## src/rtl/wave_i2s_tx_if.sv

```systemverilog
// wave_i2s_tx_if: sample/control/I2S bundle for the wave_i2s_tx output stage.
//   master : sample source side (drives WaveIn, Enable; observes link + status)
//   slave  : the serialiser (wave_i2s_tx)
//   WaveIn[R]   sample(s) to send, captured once per frame
//   Enable      run request
//   Bclk/Lrclk/Sdata  Philips-I2S link to the DAC
//   SampleTaken one-cycle pulse on the capture edge; Busy high while running
// Optional: I2S_STEREO_EN adds WaveInR (right-slot sample).
interface wave_i2s_tx_if #(
  parameter int WORD_BITS = 24
);
  logic [WORD_BITS-1:0] WaveIn;
`ifdef I2S_STEREO_EN
  logic [WORD_BITS-1:0] WaveInR;
`endif
  logic Enable;
  logic Bclk;
  logic Lrclk;
  logic Sdata;
  logic SampleTaken;
  logic Busy;

  modport master (
`ifdef I2S_STEREO_EN
    output WaveInR,
`endif
    output WaveIn, Enable,
    input  Bclk, Lrclk, Sdata, SampleTaken, Busy
  );

  modport slave (
`ifdef I2S_STEREO_EN
    input  WaveInR,
`endif
    input  WaveIn, Enable,
    output Bclk, Lrclk, Sdata, SampleTaken, Busy
  );
endinterface

```

## src/rtl/wave_i2s_tx.sv

```systemverilog
// wave_i2s_tx: serialises the filtered 24-bit sample onto a Philips-I2S link.
// One sample is captured per frame at the left-slot boundary; mono by default
// (right slot repeats the left word). All outputs are registered.
//   Clock  system clock (posedge)
//   Reset  async active-high, clears everything
//   bus    wave_i2s_tx_if.slave: WaveIn[, WaveInR], Enable in;
//          Bclk, Lrclk, Sdata, SampleTaken, Busy out
// Optional: define I2S_STEREO_EN to send WaveInR in the right slot.
module wave_i2s_tx #(
  parameter int CLK_DIV    = 8,
  parameter int WORD_BITS  = 24,
  parameter int FRAME_BITS = 32
) (
  input  logic Clock,
  input  logic Reset,
  wave_i2s_tx_if.slave bus
);

  localparam int DIV_W = (CLK_DIV > 1) ? $clog2(CLK_DIV) : 1;
  localparam int BIT_W = $clog2(2 * FRAME_BITS);
  localparam logic [DIV_W-1:0] DIV_LAST  = DIV_W'(CLK_DIV - 1);
  localparam logic [BIT_W-1:0] SLOT_F    = BIT_W'(FRAME_BITS);
  localparam logic [BIT_W-1:0] SLOT_LAST = BIT_W'(2 * FRAME_BITS - 1);

  typedef enum logic {IDLE, RUN} state_t;

  // Data bit for slot b of word w. Positions past WORD_BITS shift every bit
  // out of the word, which yields the zero LSB padding for free.
  function automatic logic slot_bit(input logic [WORD_BITS-1:0] w,
                                    input logic [BIT_W-1:0] b);
    logic [BIT_W-1:0]     pos;
    logic [WORD_BITS-1:0] sh;
    pos = (b >= SLOT_F) ? b - SLOT_F : b;
    sh  = w << pos;
    return sh[WORD_BITS-1];
  endfunction

  // Word select leads the data by one bit: it reflects the slot after b.
  function automatic logic slot_lr(input logic [BIT_W-1:0] b);
    logic [BIT_W-1:0] nxt;
    nxt = (b == SLOT_LAST) ? '0 : b + BIT_W'(1);
    return nxt >= SLOT_F;
  endfunction

  state_t               state_q, state_d;
  logic [DIV_W-1:0]     div_q, div_d;
  logic [BIT_W-1:0]     bit_q, bit_d;
  logic [WORD_BITS-1:0] samp_q, samp_d;
`ifdef I2S_STEREO_EN
  logic [WORD_BITS-1:0] sampr_q, sampr_d;
`endif
  logic bclk_q, bclk_d;
  logic lrclk_q, lrclk_d;
  logic sdata_q, sdata_d;
  logic taken_q, taken_d;
  logic busy_q, busy_d;

  logic [BIT_W-1:0]     nb;
  logic [WORD_BITS-1:0] wsel;

  always_comb begin
    state_d = state_q;
    div_d   = div_q;
    bit_d   = bit_q;
    samp_d  = samp_q;
`ifdef I2S_STEREO_EN
    sampr_d = sampr_q;
`endif
    bclk_d  = bclk_q;
    lrclk_d = lrclk_q;
    sdata_d = sdata_q;
    taken_d = 1'b0;
    busy_d  = busy_q;
    nb      = (bit_q == SLOT_LAST) ? '0 : bit_q + BIT_W'(1);
`ifdef I2S_STEREO_EN
    wsel    = (nb >= SLOT_F) ? sampr_q : samp_q;
`else
    wsel    = samp_q;
`endif

    unique case (state_q)
      IDLE: begin
        if (bus.Enable) begin
          state_d = RUN;
          div_d   = '0;
          bit_d   = '0;
          samp_d  = bus.WaveIn;
`ifdef I2S_STEREO_EN
          sampr_d = bus.WaveInR;
`endif
          taken_d = 1'b1;
          sdata_d = bus.WaveIn[WORD_BITS-1];
          lrclk_d = slot_lr('0);
          bclk_d  = 1'b0;
          busy_d  = 1'b1;
        end
      end
      RUN: begin
        if (div_q == DIV_LAST) begin
          div_d  = '0;
          bclk_d = ~bclk_q;
          // Data and word select only move on the Bclk falling edge.
          if (bclk_q) begin
            bit_d = nb;
            if (bit_q == SLOT_LAST) begin
              if (bus.Enable) begin
                samp_d  = bus.WaveIn;
`ifdef I2S_STEREO_EN
                sampr_d = bus.WaveInR;
`endif
                taken_d = 1'b1;
                sdata_d = bus.WaveIn[WORD_BITS-1];
                lrclk_d = slot_lr('0);
              end else begin
                // Frame boundary with no run request: park the link low.
                state_d = IDLE;
                sdata_d = 1'b0;
                lrclk_d = 1'b0;
                busy_d  = 1'b0;
              end
            end else begin
              sdata_d = slot_bit(wsel, nb);
              lrclk_d = slot_lr(nb);
            end
          end
        end else begin
          div_d = div_q + DIV_W'(1);
        end
      end
      default: state_d = IDLE;
    endcase
  end

  always_ff @(posedge Clock or posedge Reset) begin
    if (Reset) begin
      state_q <= IDLE;
      div_q   <= '0;
      bit_q   <= '0;
      samp_q  <= '0;
`ifdef I2S_STEREO_EN
      sampr_q <= '0;
`endif
      bclk_q  <= 1'b0;
      lrclk_q <= 1'b0;
      sdata_q <= 1'b0;
      taken_q <= 1'b0;
      busy_q  <= 1'b0;
    end else begin
      state_q <= state_d;
      div_q   <= div_d;
      bit_q   <= bit_d;
      samp_q  <= samp_d;
`ifdef I2S_STEREO_EN
      sampr_q <= sampr_d;
`endif
      bclk_q  <= bclk_d;
      lrclk_q <= lrclk_d;
      sdata_q <= sdata_d;
      taken_q <= taken_d;
      busy_q  <= busy_d;
    end
  end

  assign bus.Bclk        = bclk_q;
  assign bus.Lrclk       = lrclk_q;
  assign bus.Sdata       = sdata_q;
  assign bus.SampleTaken = taken_q;
  assign bus.Busy        = busy_q;

endmodule

```

## src/flat_wrapper.sv

```systemverilog
// flat-port wrapper written by rule: the top's interface ports become plain ports
module wave_i2s_tx_flat 
#(
  parameter int CLK_DIV    = 8,
  parameter int WORD_BITS  = 24,
  parameter int FRAME_BITS = 32
)
  (Clock, Reset, bus_WaveIn, bus_Enable, bus_Bclk, bus_Lrclk, bus_Sdata, bus_SampleTaken, bus_Busy);
  wave_i2s_tx_if #(.WORD_BITS(WORD_BITS)) bus_i ();
  input  logic Clock;
  input  logic Reset;
  input wire logic [$bits(bus_i.WaveIn)-1:0] bus_WaveIn;
  input wire logic [$bits(bus_i.Enable)-1:0] bus_Enable;
  output wire logic [$bits(bus_i.Bclk)-1:0] bus_Bclk;
  output wire logic [$bits(bus_i.Lrclk)-1:0] bus_Lrclk;
  output wire logic [$bits(bus_i.Sdata)-1:0] bus_Sdata;
  output wire logic [$bits(bus_i.SampleTaken)-1:0] bus_SampleTaken;
  output wire logic [$bits(bus_i.Busy)-1:0] bus_Busy;
  assign bus_i.WaveIn = bus_WaveIn;
  assign bus_i.Enable = bus_Enable;
  assign bus_Bclk = bus_i.Bclk;
  assign bus_Lrclk = bus_i.Lrclk;
  assign bus_Sdata = bus_i.Sdata;
  assign bus_SampleTaken = bus_i.SampleTaken;
  assign bus_Busy = bus_i.Busy;
  wave_i2s_tx #(.CLK_DIV(CLK_DIV), .WORD_BITS(WORD_BITS), .FRAME_BITS(FRAME_BITS)) u_core (.Clock(Clock), .Reset(Reset), .bus(bus_i));
endmodule
```

## config.mk

```make
export PLATFORM = sky130hd
export DESIGN_NAME = wave_i2s_tx_flat
export DESIGN_NICKNAME = d
export VERILOG_FILES = /design/src/rtl/wave_i2s_tx_if.sv /design/src/rtl/wave_i2s_tx.sv /design/src/flat_wrapper.sv
export SDC_FILE = /design/constraint.sdc
export NUM_CORES = 1
export LEC_CHECK = 0
export CAP_MARGIN = 20
export CORE_ASPECT_RATIO = 1.4
export CORE_MARGIN = 3
export CORE_UTILIZATION = 38
export CTS_BUF_LIST = sky130_fd_sc_hd__clkbuf_16
export CTS_CLUSTER_DIAMETER = 80
export DETAILED_ROUTE_END_ITERATION = 8
export DONT_BUFFER_PORTS = 1
export PLACE_DENSITY = 0.52
export SKIP_LAST_GASP = 1
export SLEW_MARGIN = 20
export SYNTH_ARGS = -nofsm -noshare
export SYNTH_HDL_FRONTEND = slang
export SYNTH_SLANG_ARGS = --single-unit
```

## constraint.sdc

```tcl
create_clock -name Clock -period 5 [get_ports Clock]
set_input_delay 0.5 -clock Clock [delete_from_list [all_inputs] [get_ports Clock]]
set_output_delay 0.5 -clock Clock [all_outputs]
set_load 0.02 [all_outputs]
```

After elaboration in Yosys (flattened, before gate mapping)
Cells that the tools add are included.
{ "totals": {"regBits": 39, "input_bits": 27, "out_inout_bits": 5, "elab_cells": 73} }
{ "classes": {"add_sub_neg": 4, "order_cmp": 2, "n_eq_ne": 8, "shifts": 1, "mux": 43, "bitwise": 2, "n_reduce_logical": 4} }
{ "ops": {"columns": ["op", "count"], "rows": [
  ["$mux 24", 4],
  ["$pmux 24 s2", 1],
  ["$mux 6", 6],
  ["$shl 24x6->24", 1],
  ["$mux 1", 22],
  ["$add 6x1->6 const B", 2],
  ["$eq 6x6->1 const B", 2],
  ["$ge 6x6->1 const B", 2],
  ["$pmux 1 s2", 6],
  ["$pmux 6 s2", 1],
  ["$ne 2x2->1 const B", 5],
  ["$mux 3", 2],
  ["$pmux 3 s2", 1],
  ["$reduce_and 3->1", 2],
  ["$sub 6x6->6 const B", 1],
  ["$reduce_and 5->1", 1],
  ["$add 3x1->3 const B", 1],
  ["$eq 3x3->1 const B", 1],
  ["$not 1->1", 2],
  ["$reduce_and 2->1", 1]
]} }

Longest topological paths before layout
{ "logic_depth": {"depth_word": 9, "ltp_mapped": 10, "mapped_depth_nobuf": 8} }

Worst setup path after synthesis
Ideal clock, no wire load.
{ "synth_timing": {"kind": "register -> register", "startpoint": "register u_core.bit_q[0]", "endpoint": "register u_core.sdata_q, in the netlist u_core.bus.Sdata", "setup_time_ns": 0.130, "arrival_time_ns": 2.008, "required_ns": 4.870, "slack_ns": 2.863, "stages_incl_launch_ff": 10, "path_buffers": 2, "period_less_slack_ns": 2.137, "path_cell_list": "dfrtp_1 > clkbuf_1 > inv_1 > ha_1 > clkbuf_1 > inv_1 > o311ai_0 > o31ai_1 > a31oi_1 > o31ai_1"} }
{ "synth_between": {"elab_chain_len": 9, "elab_cells_between_ends": 11, "classes_between": "add/sub: 2; order compare: 1; eq/ne: 1; shift: 1; mux: 6"} }
{ "synth_rtl": {"columns": ["item", "line", "rtl"], "rows": [
  ["from (decl)", "wave_i2s_tx.sv:47", "logic [BIT_W-1:0] bit_q, bit_d;"],
  ["from (signal assigned)", "wave_i2s_tx.sv:151", "bit_q <= bit_d;"],
  ["$add 6x1->6 or $eq 6x6->1 (tied branches)", "wave_i2s_tx.sv:74, wave_i2s_tx.sv:105", null],
  ["$mux 6", "wave_i2s_tx.sv:74", "nb = (bit_q == SLOT_LAST) ? '0 : bit_q + BIT_W'(1);"],
  ["$sub 6x6->6 or $ge 6x6->1 (tied branches)", "wave_i2s_tx.sv:33", "pos = (b >= SLOT_F) ? b - SLOT_F : b;"],
  ["$mux 6", "wave_i2s_tx.sv:33", null],
  ["$shl 24x6->24", "wave_i2s_tx.sv:34", "sh = w << pos;"],
  ["$mux 1 *", "wave_i2s_tx.sv:105", "if (bit_q == SLOT_LAST) begin"],
  ["$mux 1 *", "wave_i2s_tx.sv:103", "if (bclk_q) begin"],
  ["$mux 1 *", "wave_i2s_tx.sv:99", "if (div_q == DIV_LAST) begin"],
  ["$pmux 1 s2 *", "wave_i2s_tx.sv:81", "unique case (state_q)"],
  ["to (signal assigned)", "wave_i2s_tx.sv:158", "sdata_q <= sdata_d;"],
  ["to (decl)", "wave_i2s_tx.sv:54", "logic sdata_q, sdata_d;"]
]} }
Mark *: on every way between the ends. The rest lies on a longest branch, timed or not. The select of a mux whose other input is x is not followed.
A chain may end at the register's enable or synchronous reset.

Final worst setup path
{ "layout_timing": {"startpoint": "register u_core.bit_q[0]", "endpoint": "register u_core.samp_q[1]"} }
{ "layout_between": {"elab_chain_len": 3} }
{ "layout_rtl": {"columns": ["item", "line", "rtl"], "rows": [
  ["$eq 6x6->1", "wave_i2s_tx.sv:105", null],
  ["$ne 2x2->1 (no source line)", null, null],
  ["$reduce_and 3->1 (no source line)", null, null],
  ["to (signal assigned)", "wave_i2s_tx.sv:152", "samp_q <= samp_d;"],
  ["to (decl)", "wave_i2s_tx.sv:48", "logic [WORD_BITS-1:0] samp_q, samp_d;"]
]} }
No other way between the ends.

==> parameters.txt <==
Parameter                              Value

Outcome
  Run status ... complete, no violations

CTS
  Setup fix buffers added after clock tree synthesis ... 0
  Count of clock tree sinks ... 39
  Post-cts hold buffer count ... 0
  Root Buffer Master ... clkbuf_16
  Count of H-tree levels built during CTS ... 2
  Number of buffers inserted during clock tree synthesis ... 5
  Clock latency of the later-clocked register in the worst-skew pair ... 0.27 ns
  Buffers from clock root to sink, at most ... 2
  Clock-pin slew on the worst setup and hold paths ... 0.05 ns
  Post-cts resize count ... 0
  TritonCTS clock tree ... done

Routing
  Number of DRC violations after detailed-routing iteration 0 ... 71
  Final Routed Wirelength ... 3611 um
  Post-DRT Antenna Nets ... 0
  Routed wire length per instance ... 15.50 um
  Via/cell ratio ... 5.305
  Residual DRC count ... 0
  Number of iterations in the first detailed-routing pass ... 4
  Count of vias placed by the detailed router ... 1236

Logic synthesis
  Total of flip-flops plus latches after synthesis ... 39
  Synthesized instance count ... 168
  Proportion of synthesized chip area in sequential cells ... 0.4946
  Xor/xnor cell area share of the yosys netlist ... 0.02600
  Main combinational cell family by area after synthesis ... multiplexers
  Compound-cell area share of the yosys netlist ... 0.1243
  Avg Synthesized Cell Area ... 11.74 um2
  Synth Net Count ... 199
  Number of different library cells in the post-synthesis netlist ... 38
  Synthesized-area fraction occupied by adder cells ... 0.02536
  Warning count from the yosys run ... 0
  Area of the mapped netlist ... 0.001973 mm2
  Area fraction in and, or, nand and nor cells after synthesis ... 0.1122
  Mux share of post-synthesis cell area ... 0.1776

Worst setup path
  Path type of the worst setup path ... reg2reg
  Worst flop-to-flop path endpoint ... u_core.samp_q[1]$_DFFE_PP0P_
  Largest fanout on the critical path ... 26
  FF-to-FF setup slack ... 2.67 ns
  Number of cell instances on the worst register-to-register path ... 5
  CP arrival ... 2.49 ns
  Beginning of the worst register-to-register path ... u_core.bit_q[0]$_DFFE_PP0P_
  CP Capture Type ... register
  Type of element launching the critical path ... register
  Data required time at the worst endpoint ... 5.16 ns

Timing
  Ratio of final minimum period to clock period ... 0.4670
  Hold violation total from the final report ... 0
  Maximum clock frequency ... 428.3 MHz
  Final number of max-transition violations ... 0
  Transition time at the pin with the least slew margin ... 0.7144 ns
  Clock period minus worst slack ... 2.335 ns
  Worst Skew ... 0.001923 ns
  Max-slew headroom at the worst pin ... 0.5233
  Setup TNS ... 0 ns
  Final setup viols ... 0
  Unrepaired setup endpoints after global routing ... no

Flow run
  Max cap viols ... 0

Floorplanning
  Initial Utilization ... 0.4013
  Count of boundary I/O pins ... 32
  Vertical die dimension ... 91.26 um
  Number of rows in the core area ... 30
  X dimension of the die ... 66.90 um
  Total die area ... 0.006105 mm2
  Core area ... 0.004917 mm2

Worst hold path
  Worst hold path type ... in2async

Global route
  Number of global-route vias before repair ... 1352
  Global-route wire length before repair ... 6499 um
  Total GRT Usage ... 0.1389
  Remaining Overflow, GRT ... 0
  Pin count of the biggest net entering global routing ... 40
  Number of antenna violations at the first check in global routing ... 0

Power
  Maximum ir drop on the vdd rail ... 0.1707 mV
  Total chip power ... 1.033 mW
  Leakage power total ... 0.9240 nW
  PD cells ... 483.0 mW/mm2

Layout
  Proportion of layout cells with a drive suffix above 1 ... 0.2367
  Cell Count, Final, Fillers Out ... 233
  Most frequent cells in the layout ... dfrtp_1, mux2_2, nand2_1, o21ai_0
  Total Nets Final ... 199
  Layout Area Growth over Synthesis ... 8.434%
  Antenna diodes ... 0
  Commonest non-fill, non-tap cell in the layout ... dfrtp_1

Placed design
  Final RePlAce weighted congestion ... 0.7620
  Count of buffers from port buffering ... 0
  Number of cells after detailed placement ... 225
  Estimated wirelength of the detail-placed design ... 2703 um
-- cells by family after synthesis --
family,count (synthesis)
AOI/OAI and AO/OA,32
adders and majority gates,4
buffers and inverters,13
muxes,32
xor gates and xnor gates,5
DFF,39
and+or+nand+nor,43
-- stage by stage --
stage	hold slack [ns]	worst slack (ns)	area (um2)	utilization
6_report	0.2244	2.665	2140	0.4351
5_1_grt	0.2900	2.454	2140	0.4351
4_1_cts	0.2484	2.243	2138	0.4349
3_5_place_dp	0.4891	2.255	2001	0.4069
3_3_place_gp	0.4728	2.393	2001	0.4069
2_1_floorplan	0.4573	2.863	1973	-
-- per-layer routing --
metal,share of wire,vias up,GRT usage
met2,0.51,21,0.2326
met3,0.052,4,0.04579
met1,0.42,610,0.1640
li1,-,601,-
met4,0.016,0,0.04569
met5,0,-,0
-- registers in the layout, summed over array words and instances, names as in the netlist --
name / flops
u_core.bit_q: 6
u_core.bus.Bclk: 1
u_core.bus.Busy: 1
u_core.bus.Lrclk: 1
u_core.bus.SampleTaken: 1
u_core.bus.Sdata: 1
u_core.div_q: 3
u_core.samp_q: 24
u_core.state_q: 1
-- worst max-delay path, stage by stage, from the launching register on --
cell and delay (ns):
dfrtp_1 0.51, ha_1 0.38, nand3_1 0.18, o21ai_1 0.18, and2_2 0.55, mux2_2 0.41
-- Yosys cell counts (all sizes together) --
cell type / count / share of area
o32a: 1 / 0.0051
a22oi: 2 / 0.0076
nand2: 14 / 0.027
or2b: 1 / 0.0038
nand2b: 8 / 0.025
a41oi: 2 / 0.0089
o311ai: 1 / 0.0044
nor2b: 1 / 0.0032
o31ai: 2 / 0.0076
xor2: 4 / 0.022
inv: 5 / 0.0095
a32oi: 1 / 0.0044
nand3: 8 / 0.020
a21oi: 4 / 0.014
o21ai: 10 / 0.025
mux2i: 8 / 0.041
buf: 5 / 0.025
dfrtp: 39 / 0.49
a31oi: 5 / 0.023
or2: 1 / 0.0032
xnor2: 1 / 0.0044
and2: 1 / 0.0032
and3: 3 / 0.012
nor2: 3 / 0.0057
clkbuf: 3 / 0.0057
a221oi: 2 / 0.015
mux2: 24 / 0.14
ha: 4 / 0.025
o21bai: 1 / 0.0038
nor3b: 1 / 0.0038
o32ai: 1 / 0.0044
nor3: 2 / 0.0051
-- final cells by class --
| type | count | area (um2) |
|---|---|---|
| fill | 478 | 2778 |
| sequential | 39 | 975.9 |
| multi-input combinational | 116 | 919.6 |
| clock buffer | 5 | 125.1 |
| tap | 64 | 80.08 |
| inverter | 5 | 18.77 |
| clock inverter | 3 | 12.51 |
| timing repair buffer | 1 | 7.507 |
-- power by group --
part | internal [mW] | leakage (nW) | switching, mW
Clock | 0.180 | 0.0762 | 0.112
Sequential | 0.371 | 0.486 | 0.0639
Combinational | 0.134 | 0.362 | 0.173
Total | 0.685 | 0.924 | 0.348
-- worst max path at each step --
stage                           startpoint                      endpoint  cells past startpoint
5_1_grt        u_core.bit_q[0]$_DFFE_PP0P_  u_core.bus.Sdata$_DFFE_PP0P_                      6
3_5_place_dp   u_core.bit_q[0]$_DFFE_PP0P_  u_core.samp_q[1]$_DFFE_PP0P_                      5
2_1_floorplan  u_core.bit_q[0]$_DFFE_PP0P_  u_core.bus.Sdata$_DFFE_PP0P_                      9
4_1_cts        u_core.bit_q[0]$_DFFE_PP0P_  u_core.samp_q[1]$_DFFE_PP0P_                      5
3_3_place_gp   u_core.bit_q[0]$_DFFE_PP0P_  u_core.samp_q[1]$_DFFE_PP0P_                      5
6_report       u_core.bit_q[0]$_DFFE_PP0P_  u_core.samp_q[1]$_DFFE_PP0P_                      5
Note: power is estimated with default switching activity, not from simulation.
